### src/rtl/seq_det_pkg.sv
// Shared constants and helpers for the serial pattern detector.
// Holds the legacy 1001 defaults plus the length clamp and length-mask functions.
package seq_det_pkg;

  localparam logic [31:0] DEF_PATTERN_C = 32'h0000_0009;
  localparam int unsigned DEF_LEN_C     = 32'd4;
  localparam logic        DEF_OVERLAP_C = 1'b1;

  // A zero length would match on no history at all, so it is promoted to one.
  function automatic int unsigned clamp_len(input int unsigned len, input int unsigned max_len);
    int unsigned r;
    if (len == 32'd0) begin
      r = 32'd1;
    end else if (len > max_len) begin
      r = max_len;
    end else begin
      r = len;
    end
    return r;
  endfunction

  function automatic logic [31:0] len_mask(input int unsigned len);
    logic [31:0] m;
    if (len >= 32'd32) begin
      m = 32'hFFFF_FFFF;
    end else begin
      m = (32'd1 << len) - 32'd1;
    end
    return m;
  endfunction

endpackage

### src/rtl/seq_det_match_cnt.sv
// Saturating match counter; a clear wins over a simultaneous increment.
module seq_det_match_cnt #(
  parameter int unsigned CNT_W = 16
) (
  input  logic             clk,
  input  logic             rst,
  input  logic             clr,
  input  logic             inc,
  output logic [CNT_W-1:0] cnt
);

  logic [CNT_W-1:0] cnt_q;
  logic [CNT_W-1:0] cnt_d;

  // Next count: clear, saturating increment, or hold.
  always_comb begin
    cnt_d = cnt_q;
    if (clr) begin
      cnt_d = {CNT_W{1'b0}};
    end else if (inc && (cnt_q != {CNT_W{1'b1}})) begin
      cnt_d = cnt_q + {{(CNT_W-1){1'b0}}, 1'b1};
    end else begin
      cnt_d = cnt_q;
    end
  end

  // Counter register.
  always_ff @(posedge clk or posedge rst) begin
    if (rst) begin
      cnt_q <= {CNT_W{1'b0}};
    end else begin
      cnt_q <= cnt_d;
    end
  end

  assign cnt = cnt_q;

endmodule

### src/rtl/seq_detector.sv
// Serial pattern detector with runtime-loadable pattern, length and overlap mode.
// The saturating match counter is built only when SEQ_DETECTOR_CNT_EN is defined.
module seq_detector
  import seq_det_pkg::*;
#(
  parameter int unsigned        MAX_LEN     = 8,
  parameter logic [MAX_LEN-1:0] DEF_PATTERN = MAX_LEN'(DEF_PATTERN_C),
  parameter int unsigned        DEF_LEN     = DEF_LEN_C,
  parameter logic               DEF_OVERLAP = DEF_OVERLAP_C,
  parameter int unsigned        CNT_W       = 16
) (
  input  logic                         clk,
  input  logic                         rst,
  input  logic                         i,
  input  logic                         in_valid,
  input  logic                         cfg_we,
  input  logic [MAX_LEN-1:0]           cfg_pattern,
  input  logic [$clog2(MAX_LEN+1)-1:0] cfg_len,
  input  logic                         cfg_overlap,
  input  logic                         cnt_clr,
  output logic                         y,
  output logic [CNT_W-1:0]             match_cnt
);

  localparam int unsigned   LW       = $clog2(MAX_LEN + 1);
  localparam logic [LW-1:0] MAX_HIST = LW'(MAX_LEN);
  localparam logic [LW-1:0] ONE_H    = LW'(1);

  logic [MAX_LEN-1:0] win_q, win_d;
  logic [LW-1:0]      hist_q, hist_d;
  logic [MAX_LEN-1:0] pat_q, pat_d;
  logic [LW-1:0]      len_q, len_d;
  logic               ovl_q, ovl_d;
  logic               y_q, y_d;
  logic [LW-1:0]      hist_inc_s;
  logic [MAX_LEN-1:0] mask_s;
  logic               hit_s;

  assign mask_s = MAX_LEN'(len_mask(32'(len_q)));

  // Next-state: configuration load has priority and restarts the history.
  always_comb begin
    win_d      = win_q;
    hist_d     = hist_q;
    pat_d      = pat_q;
    len_d      = len_q;
    ovl_d      = ovl_q;
    y_d        = 1'b0;
    hit_s      = 1'b0;
    hist_inc_s = hist_q;
    if (cfg_we) begin
      pat_d  = cfg_pattern;
      len_d  = LW'(clamp_len(32'(cfg_len), MAX_LEN));
      ovl_d  = cfg_overlap;
      hist_d = {LW{1'b0}};
    end else if (in_valid) begin
      win_d      = {win_q[MAX_LEN-2:0], i};
      hist_inc_s = (hist_q == MAX_HIST) ? hist_q : (hist_q + ONE_H);
      hit_s      = (hist_inc_s >= len_q) && ((win_d & mask_s) == (pat_q & mask_s));
      // Non-overlap consumes the matched bits by restarting the history.
      hist_d     = (hit_s && !ovl_q) ? {LW{1'b0}} : hist_inc_s;
      y_d        = hit_s;
    end else begin
      y_d = 1'b0;
    end
  end

  // Detector state registers.
  always_ff @(posedge clk or posedge rst) begin
    if (rst) begin
      win_q  <= {MAX_LEN{1'b0}};
      hist_q <= {LW{1'b0}};
      pat_q  <= DEF_PATTERN;
      len_q  <= LW'(DEF_LEN);
      ovl_q  <= DEF_OVERLAP;
      y_q    <= 1'b0;
    end else begin
      win_q  <= win_d;
      hist_q <= hist_d;
      pat_q  <= pat_d;
      len_q  <= len_d;
      ovl_q  <= ovl_d;
      y_q    <= y_d;
    end
  end

  assign y = y_q;

`ifdef SEQ_DETECTOR_CNT_EN
  seq_det_match_cnt #(
    .CNT_W (CNT_W)
  ) u_match_cnt (
    .clk (clk),
    .rst (rst),
    .clr (cnt_clr),
    .inc (hit_s),
    .cnt (match_cnt)
  );
`else
  logic unused_cnt_clr_s;
  assign unused_cnt_clr_s = cnt_clr;
  assign match_cnt        = {CNT_W{1'b0}};
`endif

endmodule

### config.mk
export PLATFORM = sky130hd
export DESIGN_NAME = seq_detector
export DESIGN_NICKNAME = d
export VERILOG_FILES = /design/src/rtl/seq_det_pkg.sv /design/src/rtl/seq_det_match_cnt.sv /design/src/rtl/seq_detector.sv
export SDC_FILE = /design/constraint.sdc
export NUM_CORES = 1
export LEC_CHECK = 0
export ABC_AREA = 1
export CAP_MARGIN = 20
export CORE_UTILIZATION = 41
export DETAILED_ROUTE_END_ITERATION = 8
export GPL_ROUTABILITY_DRIVEN = 0
export PLACE_DENSITY = 0.68
export SYNTH_ARGS = -nofsm -noshare
export SYNTH_HDL_FRONTEND = slang
export SYNTH_HIERARCHICAL = 1
export SYNTH_SLANG_ARGS = --single-unit
### constraint.sdc
create_clock -name clk -period 3.05 [get_ports clk]
set_input_delay 0.61 -clock clk [delete_from_list [all_inputs] [get_ports clk]]
set_output_delay 0.61 -clock clk [all_outputs]
set_load 0.05 [all_outputs]
Word-level counts from Yosys, hierarchy flattened:

Index checks and enable logic that the tools add are counted.

* add/subtract/negate cells: 2
* magnitude comparators: 2
* equal/unequal tests: 2
* shift operators: 1
* muxes and demuxes: 8
* bitwise logic cells: 3
* reductions and logical operators: 6

Operator list (number)
* two-way mux 4 bit: 6
* bitwise AND 8 bit: 2
* equality test 8 bit: 1
* << shifter 1 x 4 -> 8 bit, first input constant: 1
* subtractor 8 x 1 -> 8 bit, second input constant: 1
* adder 4 x 1 -> 4 bit, second input constant: 1
* equality test 4 bit, second input constant: 1
* >= comparator 4 bit: 1
* greater-than comparator 4 bit, second input constant: 1
* logical NOT 4 bit: 1
* logical AND 1 bit: 2
* two-way mux 1 bit: 2
* AND reduction 2 bit: 1
* nonzero test 2 bit: 1
* logical NOT 1 bit: 1
* NOT 1 bit: 1

* bits in registers: 25
* output and inout port bits: 17
* logic and storage cells: 30

Longest topological paths before layout:

Gate-level depths: netlist (run 1).

* word-level depth: 9
* gate-level depth with buffers: 12
* mapped depth without buffers: 12

Worst setup path after synthesis (run 1):

No wires, ideal clock.

* kind: register to register
* start point: reg hist_q[0]
* end point: reg hist_q[0]
* setup time: 0.116 ns
* arrival time: 1.595 ns
* setup slack: 1.339 ns
* cell stages (with the launch flop): 12
* period minus slack after synthesis: 1.711 ns
* cells stage by stage: dfrtp_1 > inv_1 > ha_1 > nand2_1 > nand3_1 > o21ai_0 > ha_1 > nand2_1 > o211ai_1 > nand3_2 > nand2_1 > nand2_1

* word-level cells in the longest chain between the ends: 8

RTL lines
* from (decl): RTL line seq_detector.sv:30 `logic [LW-1:0] hist_q, hist_d;`
* from (signal assigned): RTL line seq_detector.sv:72 `hist_q <= {LW{1'b0}};`
* from (signal assigned): RTL line seq_detector.sv:79 `hist_q <= hist_d;`
* adder 4 x 1 -> 4 bit or equality test 4 bit (tied branches): RTL line seq_detector.sv:58 `hist_inc_s = (hist_q == MAX_HIST) ? hist_q : (hist_q + ONE_H);`
* two-way mux 4 bit *: RTL line seq_detector.sv:58
* >= comparator 4 bit: RTL line seq_detector.sv:59 `hit_s = (hist_inc_s >= len_q) && ((win_d & mask_s) == (pat_q & mask_s));`
* logical AND 1 bit: RTL line seq_detector.sv:59
* logical AND 1 bit: RTL line seq_detector.sv:61 `hist_d = (hit_s && !ovl_q) ? {LW{1'b0}} : hist_inc_s;`
* two-way mux 4 bit *: RTL line seq_detector.sv:61
* two-way mux 4 bit *: RTL line seq_detector.sv:56 `end else if (in_valid) begin`
* two-way mux 4 bit *: RTL line seq_detector.sv:51 `if (cfg_we) begin`

Mark *: on every way between the ends. The rest lies on a longest branch, timed or not. The select of a mux whose other input is x is not followed.
A chain may end at the register's enable or synchronous reset.

Worst setup path after layout (run 1):

* start point: reg y_q, in the netlist y
* end point: out y

RTL lines
* from (decl): RTL line seq_detector.sv:34 `logic y_q, y_d;`
* from (signal assigned): RTL line seq_detector.sv:83 `y_q <= y_d;`
* to (decl): RTL line seq_detector.sv:21 `output logic y,`

No word-level cell between the ends.

==> results.yml, run 1 <==
synthesis:
  yosys_warnings: 6
  synth.avg_cell_area_um2: 7.62
  synth_commonest_cells: "nand2_1 (56), inv_1 (28), dfrtp_1 (21)"
  ys_seq_area_share_pct: 41.0
  synthCells: 202
  ys_ff_latch: 25
  synth.most_common_cell: "nand2_1"
  syn-cell-area_um2: 1540
  netlist.area_leader.share_pct: 34.1
  synth-edff-count: 0
  ys.flop_type: "dfrtp_1"
  synth_async_sr_flop_share_pct: 100
  synth_area_leaders: "dfrtp_1 (34%), nand2_1 (14%), buf_4 (7.8%)"
  synth_cell_types: 24
  synth_top_area_cell: "dfrtp_1"
global_route:
  grt_pass1_wl_um: 4760
  grt_overflow: 0
  gr-usage-all-layers_pct: 15.5
  grt_pass1_vias: 1108
  grt_max_degree: 26
  antenna_found_initial: 0
clock_tree:
  numCtsBuffers: 3
  ctsHoldBuffers: 0
  h-tree-depth: 1
  clkLatencyLatePin_ps: 280
  clockBufferDepth: 2
  post_cts_buffers: 0
  clock-sinks: 25
  clk_pin_slew_ps: 90
  cts_resized: 0
  tritoncts: "done"
  cts_root_buf: "clkbuf_8"
drt:
  dr.pass1.iters: 4
  post_drt_wl_per_cell_um: 10.2
  ant_nets: 0
  vias: 1232
  via_per_inst: 4.60
  drt-initial-drc-count: 87
  drc: 0
  routed_wl_um: 2730
critical_path:
  crit_arrival_ps: 1390
  critical-path-slowest-cell: "clkdlybuf4s50_1"
  critPathKind: "flop to output pin"
  crit_path_max_incr_delay_ps: 790
  worstPathMaxFanout: 1
  cp-start-kind: "flop"
  crit_required_ps: 2440
  cp_top_family: "buffers and inverters"
  crit_chain: "clkdlybuf4s50_1"
  cp_num_buf_inv: 1
  cp-end-kind: "output pin"
die:
  start_util_pct: 44.4
  die_h_um: 63.3
  core_region_area_um2: 3470
  die_area_um2: 4000
  die_w_um: 63.3
  rows: 21
  num_io_pins: 36
final_layout:
  drive_gt1_share_pct: 8.56
  nFillCells: 367
  instances_no_fill: 268
  area_growth_pct: 14.6
  design_area_um2: 1760
  final_util_pct: 50.8
  antennaDiodeCount: 0
  nets: 249
timing:
  hold_violations: 0
  slew_violations: 0
  fin_tns_setup_ps: 0
  worstMarginPinSlew_ps: 939
  maxSlewHeadroom_pct: 37.4
  setup_viol: 0
  fin_crit_sh_pct: 65.5
  max_freq_ghz: 0.501
  rsz0062_at_grt: "no"
  finClkSkew_ps: 6.45
  min_period_ps: 2000
outcome:
  status: "finished, final reports clean"
run:
  drv_cap: 0
placement:
  dpl.hpwl_um: 2080
  place_inst: 264
  io_buffers: 18
  postPlaceCellArea_um2: 1710
hold_path:
  min_path_type: "flop to flop"
pwr:
  powerDensity_nw_per_um2: 467
  leakagePower_nw: 0.913
  ir_drop_v: 0.000228
[cells by family (layout without fill, tap and decap cells)]
logic type	after synthesis	after routing	synth area share [%]
AO/OA/AOI/OAI	21	21	7.24
XOR/XNOR	6	6	3.41
adder cells (fa/ha/maj)	7	7	5.69
buffers and inverters	48	53	15.8
flip-flops	25	25	41.0
other	1	16	0.244
AND/OR/NAND/NOR	94	94	26.7
[flip-flops by register name (all words and copies together) (netlist names)]
name    flops
hist_q      4
ovl_q       1
y           1
len_q       4
win_q       7
pat_q       8
[per-layer routing]
metal / wire length (um) / track usage, % / share of wire, % / up-vias
li1: - / - / - / 637
met1: 1350 / 20.8 / 49 / 564
met2: 1240 / 23.5 / 45 / 27
met3: 95 / 3.62 / 3.5 / 4
met4: 51 / 7.10 / 1.9 / 0
met5: 0 / 0 / 0 / -
[placed cells by master (no fill, tap or decap)]
cell,instances
o211ai_1,1
xor2_1,4
nor2_1,14
conb_1,16
nor3_1,1
a21oi_1,8
clkbuf_8,3
buf_4,2
nand3_2,2
nor2_4,1
o22ai_1,3
nand2_2,4
ha_1,7
nand3_1,11
nand4_1,3
dfstp_2,4
clkinvlp_4,1
o21ai_0,9
dfrtp_1,21
xnor2_1,2
inv_1,28
clkdlybuf4s50_1,18
nand2_1,56
clkinv_1,1
nor2_2,2
[per-stage QoR]
| stage | power (W) | hold WS [ps] | setup WS, ps |
|---|---|---|---|
| floorplan | 0.000587 | 451 | 1340 |
| global placement | 0.000623 | 463 | 1010 |
| detailed placement | 0.000627 | 471 | 984 |
| CTS | 0.000835 | 486 | 1040 |
| global route | 0.000882 | 519 | 917 |
| finish | 0.000824 | 479 | 1050 |
[worst paths after layout]
| kind | endpoint | cells past startpoint | slack, ps | start |
|---|---|---|---|---|
| worst max-delay path | y | 1 | 1050 | y |
| worst min-delay path | pat_q[3] | 2 | 480 | pat_q[3] |
| worst max register to register | hist_q[0] | 11 | 1140 | hist_q[0] |
| worst min register to register | pat_q[3] | 2 | 480 | pat_q[3] |
| max in group asynchronous | pat_q[3] | 3 | 1550 | rst |
| min in group asynchronous | pat_q[2] | 2 | 830 | rst |
[area by class of cell]
type,instances,area [um^2],area share (%)
Clock buffer,3,41.3,2.34
Clock inverter,1,7.51,0.426
Inverter,29,109,6.17
Multi-Input combinational cell,144,722,41.0
Sequential cell,25,631,35.8
Tap cell,46,57.6,3.26
Timing Repair Buffer,20,195,11.1
[power by group]
group          internal, W  switching, W  leakage [nW]  total (W)
Sequential        0.000369     0.0000305         0.304   0.000399
Combinational    0.0000797      0.000140         0.588   0.000220
Clock            0.0000928      0.000112        0.0217   0.000204
Total             0.000541      0.000282         0.913   0.000824
Note: power is estimated with default switching activity, not from simulation.
==> run 2: changes to the inputs <==
--- a/config.mk
+++ b/config.mk
@@ -10,7 +10,7 @@
 export CORE_UTILIZATION = 41
 export DETAILED_ROUTE_END_ITERATION = 8
 export GPL_ROUTABILITY_DRIVEN = 0
-export PLACE_DENSITY = 0.68
+export PLACE_DENSITY = 0.7
 export SYNTH_ARGS = -nofsm -noshare
 export SYNTH_HDL_FRONTEND = slang
 export SYNTH_HIERARCHICAL = 1
==> constraint.sdc (replaced) <==
create_clock -name clk -period 1.8 [get_ports clk]
set_input_delay 0.36 -clock clk [delete_from_list [all_inputs] [get_ports clk]]
set_output_delay 0.36 -clock clk [all_outputs]
set_load 0.05 [all_outputs]
==> run 2 against run 1 <==
- combinational power up 85%
- the flow now finishes with violations (setup timing)
- sequential share of layout area down 1.6 points
- global-route usage up 0.36 points
==> results.yml, run 2 (synthesis gave the netlist of run 1 again) <==
critical_path:
  worstPathMaxFanout: 5
  cp-start-kind: "flop"
  cp-end-kind: "flop"
  crit_arrival_ps: 2060
  crit_required_ps: 1970
  reg2reg_slack_ps: -90
  crit_end: "hist_q[1]"
  reg2reg_to: "hist_q[1]"
  setup.worst_path.start: "hist_q[0]"
  r2r_start: "hist_q[0]"
  critPathKind: "flop to flop"
  r2r_cells: 11
timing:
  max_freq_ghz: 0.530
  rsz0062_at_grt: "yes"
  finClkSkew_ps: 1.27
  min_period_ps: 1890
  slew_violations: 0
  setup_viol: 4
  hold_violations: 0
  fin_crit_sh_pct: 105
  finalWorstSetupSlack_ps: -87.9
pwr:
  seq_power_share_pct: 47.8
  finalPower_w: 0.00141
  powerDensity_nw_per_um2: 763
  power_switching_w: 0.000473
  leakagePower_nw: 0.955
  clkPwrFrac_pct: 23.4
  pwr-share-comb_pct: 28.9
  ir_drop_v: 0.000591
  p_sw_share_pct: 33.5
  power.internal_w: 0.000937
clock_tree:
  clkLatencyLatePin_ps: 270
  cts_root_buf: "clkbuf_8"
  clock-sinks: 25
  numCtsBuffers: 3
  h-tree-depth: 1
  tritoncts: "done"
  clk_pin_slew_ps: 80
  clockBufferDepth: 2
placement:
  io_buffers: 18
  postPlaceCellArea_um2: 1760
  dpl.hpwl_um: 2160
final_layout:
  design_area_um2: 1850
  final_common_cell: "nand2_1"
  ff_latch_area_um2: 631
  multiInputGateArea_um2: 759
  layout_common_cells: "nand2_1 (54), inv_1 (27), dfrtp_1 (21)"
  regMostFlops: "pat_q"
  antennaDiodeCount: 0
  largest_reg_flops: 8
  area_growth_pct: 20.1
  nets: 256
  top_regs: "pat_q (8), win_q (7)"
  drive_gt1_share_pct: 16.2
  nFillCells: 343
  final_util_pct: 53.3
run:
  drv_cap: 0
die:
  rows: 21
  num_io_pins: 36
  die_w_um: 63.3
  die_h_um: 63.3
  start_util_pct: 44.4
  core_region_area_um2: 3470
  die_area_um2: 4000
drt:
  dr.pass1.iters: 4
  vias: 1251
  via_per_inst: 4.55
  post_drt_wl_per_cell_um: 10.2
  drc: 0
  ant_nets: 0
  drt-initial-drc-count: 77
  routed_wl_um: 2810
global_route:
  grt_overflow: 0
  grt_max_degree: 26
  grt_pass1_wl_um: 4940
  gr-usage-all-layers_pct: 15.9
  grt_pass1_vias: 1113
  antenna_found_initial: 0
hold_path:
  min_path_type: "primary input to async pin"
outcome:
  violations: "setup timing"
  status: "finished, violations left"
==> run 2: changes by cell type in the layout (fill, tap and decap cells not counted), sizes merged <==
cell	before	now
clkdlybuf4s50	18	17
buf	2	10
clkinv	1	2
clkinvlp	1	0
==> run 2: how the worst min path moves through the flow <==
stage,start,depth (start not counted),endpoint,slack (ps)
floorplan,rst,1,hist_q[0],380
global route,rst,3,hist_q[2],460
finish,rst,3,hist_q[2],420
global placement,pat_q[3],2,pat_q[3],460
detailed placement,pat_q[3],2,pat_q[3],460
CTS,rst,3,hist_q[1],430
==> run 2: worst max-delay path, stage by stage (launching register included) <==
cell	delay (ps)
dfrtp_1	430
inv_1	80
ha_2	170
nand2_2	80
nand3_2	80
o21ai_2	60
ha_1	290
nand2_1	50
o211ai_1	240
nand3_2	160
nand2_1	100
nand2_1	50
==> run 2: power groups by stage <==
| stage | sequential (W) | combinational [W] | clock, W |
|---|---|---|---|
| finish | 0.000673 | 0.000407 | 0.000329 |
| global route | 0.000681 | 0.000462 | 0.000367 |
| CTS | 0.000673 | 0.000409 | 0.000338 |
| detailed placement | 0.000683 | 0.000398 | 0 |
| global placement | 0.000682 | 0.000394 | 0 |
| floorplan | 0.000675 | 0.000319 | 0 |
==> run 2: final cells by class <==
class,instances,area share (%)
Clock buffer,3,2.23
Clock inverter,1,0.271
Inverter,29,5.89
Multi-Input combinational cell,144,41.1
Sequential cell,25,34.1
Tap cell,46,3.11
Timing Repair Buffer,27,13.3
==> run 2: layer usage <==
metal / wire length (um) / vias up / GRT usage [%]
met3: 99 / 5 / 3.99
met1: 1470 / 575 / 22.7
li1: - / 650 / -
met4: 41 / 0 / 5.11
met5: 0 / - / 0
met2: 1200 / 21 / 23.3
==> run 2: repair_timing <==
item | 4_1_cts | 5_1_grt
hold endpoints to repair | 0 | 0
pin swaps | 12 | 9
buffers inserted | 0 | 0
gates resized for setup | 8 | 4
hold buffers | 0 | 0
setup endpoints to repair | 4 | 5
==> run 2: through the flow <==
step                      hold WS [ps]  setup TNS (ps)  setup WS, ps  cells
after floorplan                    384               0          88.9    217
after global placement             461            -123         -34.9    271
after detailed placement           465            -282         -74.5    271
after CTS                          432            -310         -79.3    275
after global routing               461           -1110          -249    275
final                              424            -304         -87.9    275
==> run 3: changes to the inputs <==
--- a/config.mk
+++ b/config.mk
@@ -7,6 +7,7 @@
 export LEC_CHECK = 0
 export ABC_AREA = 1
 export CAP_MARGIN = 20
+export CORE_ASPECT_RATIO = 0.6
 export CORE_UTILIZATION = 41
 export DETAILED_ROUTE_END_ITERATION = 8
 export GPL_ROUTABILITY_DRIVEN = 0
==> run 3 against run 2 <==
- the flow still finishes with violations (setup timing)
- combinational power about the same
- critical path depth unchanged
- maximum frequency about the same
- final cell count up 0.36%
- non-clock buffer count up 2
- routed wire length up 5.9%
- clock-buffer cell count unchanged
- register-to-register slack about the same
- sequential share of layout area down 0.32 points
- clock skew up 0.98 ps
- via count down 2.0%
- sequential power about the same
==> results.yml, run 3 (synthesis gave the netlist of run 1 again) <==
global_route:
  gr-usage-all-layers_pct: 17.1
  grt_pass1_vias: 1122
  antenna_found_initial: 0
  grt_overflow: 0
  grt_max_degree: 26
  grt_pass1_wl_um: 5140
clock_tree:
  clockBufferDepth: 2
  h-tree-depth: 1
  clkLatencyLatePin_ps: 270
  numCtsBuffers: 3
  cts_root_buf: "clkbuf_8"
  clock-sinks: 25
  clk_pin_slew_ps: 90
  tritoncts: "done"
pwr:
  powerDensity_nw_per_um2: 763
  power.internal_w: 0.000937
  ir_drop_v: 0.000397
  leakagePower_nw: 0.965
  p_sw_share_pct: 34.2
  pwr-share-comb_pct: 28.7
  clkPwrFrac_pct: 23.8
  seq_power_share_pct: 47.5
  power_switching_w: 0.000486
drt:
  routed_wl_um: 2980
  vias: 1226
  ant_nets: 0
  dr.pass1.iters: 4
  drc: 0
  via_per_inst: 4.44
  post_drt_wl_per_cell_um: 10.8
  drt-initial-drc-count: 67
final_layout:
  drive_gt1_share_pct: 16.0
  instances_no_fill: 276
  multiInputGateArea_um2: 763
  top_regs: "pat_q (8), win_q (7)"
  regMostFlops: "pat_q"
  area_growth_pct: 21.2
  antennaDiodeCount: 0
  layout_common_cells: "nand2_1 (55), inv_1 (27), dfrtp_1 (21)"
  ff_latch_area_um2: 631
  largest_reg_flops: 8
  final_common_cell: "nand2_1"
  nFillCells: 340
  nets: 258
timing:
  hold_violations: 0
  slew_violations: 0
  fin_crit_sh_pct: 105
  finClkSkew_ps: 2.26
  rsz0062_at_grt: "yes"
  min_period_ps: 1890
  finalWorstSetupSlack_ps: -87.9
  holdWs_ps: 432
  setup_viol: 4
  max_freq_ghz: 0.530
outcome:
  status: "finished, violations left"
  violations: "setup timing"
critical_path:
  worstPathMaxFanout: 4
  crit_required_ps: 1970
  reg2reg_slack_ps: -90
  critical-path-slowest-cell: "dfrtp_1"
  cpMostUsedCell: "nand2_1"
  crit_arrival_ps: 2060
  crit_path_max_incr_delay_ps: 420
  critPathKind: "flop to flop"
  cp-start-kind: "flop"
  crit_chain: "inv_1 > ha_2 > nand2_2 > nand3_2 > o21ai_2 > ha_1 > nand2_1 > o211ai_1 > nand3_2 > nand2_1 > nand2_1"
  cp-end-kind: "flop"
die:
  die_w_um: 81.1
  num_io_pins: 36
  die_area_um2: 4010
  core_region_area_um2: 3420
  die_h_um: 49.5
  rows: 16
  start_util_pct: 45.0
run:
  drv_cap: 0
placement:
  place_inst: 270
  place_ws_ps: -146
  dpl.hpwl_um: 2220
  io_buffers: 18
hold_path:
  min_path_type: "primary input to async pin"
==> run 3: cell count changes in the layout (fill, tap and decap cells not counted), sizes merged <==
cell | previous run | this run
buf | 10 | 12
==> run 3: power groups by stage <==
stage          logic, W  registers, W  clock network [W]
2_1_floorplan  0.000319      0.000675                  0
3_3_place_gp   0.000390      0.000684                  0
3_5_place_dp   0.000396      0.000686                  0
4_1_cts        0.000406      0.000675           0.000355
5_1_grt        0.000465      0.000686           0.000372
6_report       0.000408      0.000676           0.000339
==> run 3: metrics by stage <==
stage                     utilization (%)  TNS (ps)  power, W  area [um^2]
after global routing                 54.5      -931   0.00152         1870
after floorplan                         -         0  0.000994         1600
after detailed placement             51.5      -570   0.00108         1760
after CTS                            53.4      -275   0.00144         1830
after global placement               51.5      -301   0.00107         1760
final                                54.5      -311   0.00142         1870
==> run 3: final timing paths <==
| path | from | to | cells after the start |
|---|---|---|---|
| min | rst | hist_q[2] | 3 |
| max reg2reg | hist_q[0] | hist_q[2] | 11 |
| min in group clk | pat_q[3] | pat_q[3] | 2 |
| max in group asynchronous | rst | pat_q[0] | 3 |
| max | hist_q[0] | hist_q[2] | 11 |
| min reg2reg | pat_q[3] | pat_q[3] | 2 |
==> run 3: area by class of cell <==
class                   count  share of cell area, %
inverters                  29                   5.83
clock buffers               3                   2.21
multi-input cells         144                   40.9
clock inverters             1                  0.268
repair buffers             29                   14.0
flip-flops and latches     25                   33.8
well taps                  45                   3.02
==> run 3: metal layers <==
| layer | vias up | track usage, % | part of all wire (%) |
|---|---|---|---|
| met5 | - | 0 | 0 |
| met4 | 0 | 5.36 | 1.1 |
| met3 | 5 | 4.63 | 5.9 |
| met2 | 27 | 22.0 | 38 |
| met1 | 542 | 26.9 | 55 |
| li1 | 652 | - | - |
==> run 3: worst max-delay path, delay by kind of cell, from the launching register on <==
family | cells | cell delay, ps
and+or+nand+nor | 6 | 520
AOI/OAI and AO/OA | 2 | 320
adders and majority gates | 2 | 460
buffers and inverters | 1 | 70
DFF | 1 | 420
==> run 3: what timing repair did <==
| item | CTS | global route |
|---|---|---|
| endpoints found under the setup margin | 5 | 5 |
| resized for setup | 5 | 6 |
| pin swaps | 7 | 9 |
| hold buffers | 0 | 0 |
| buffers inserted | 1 | 1 |
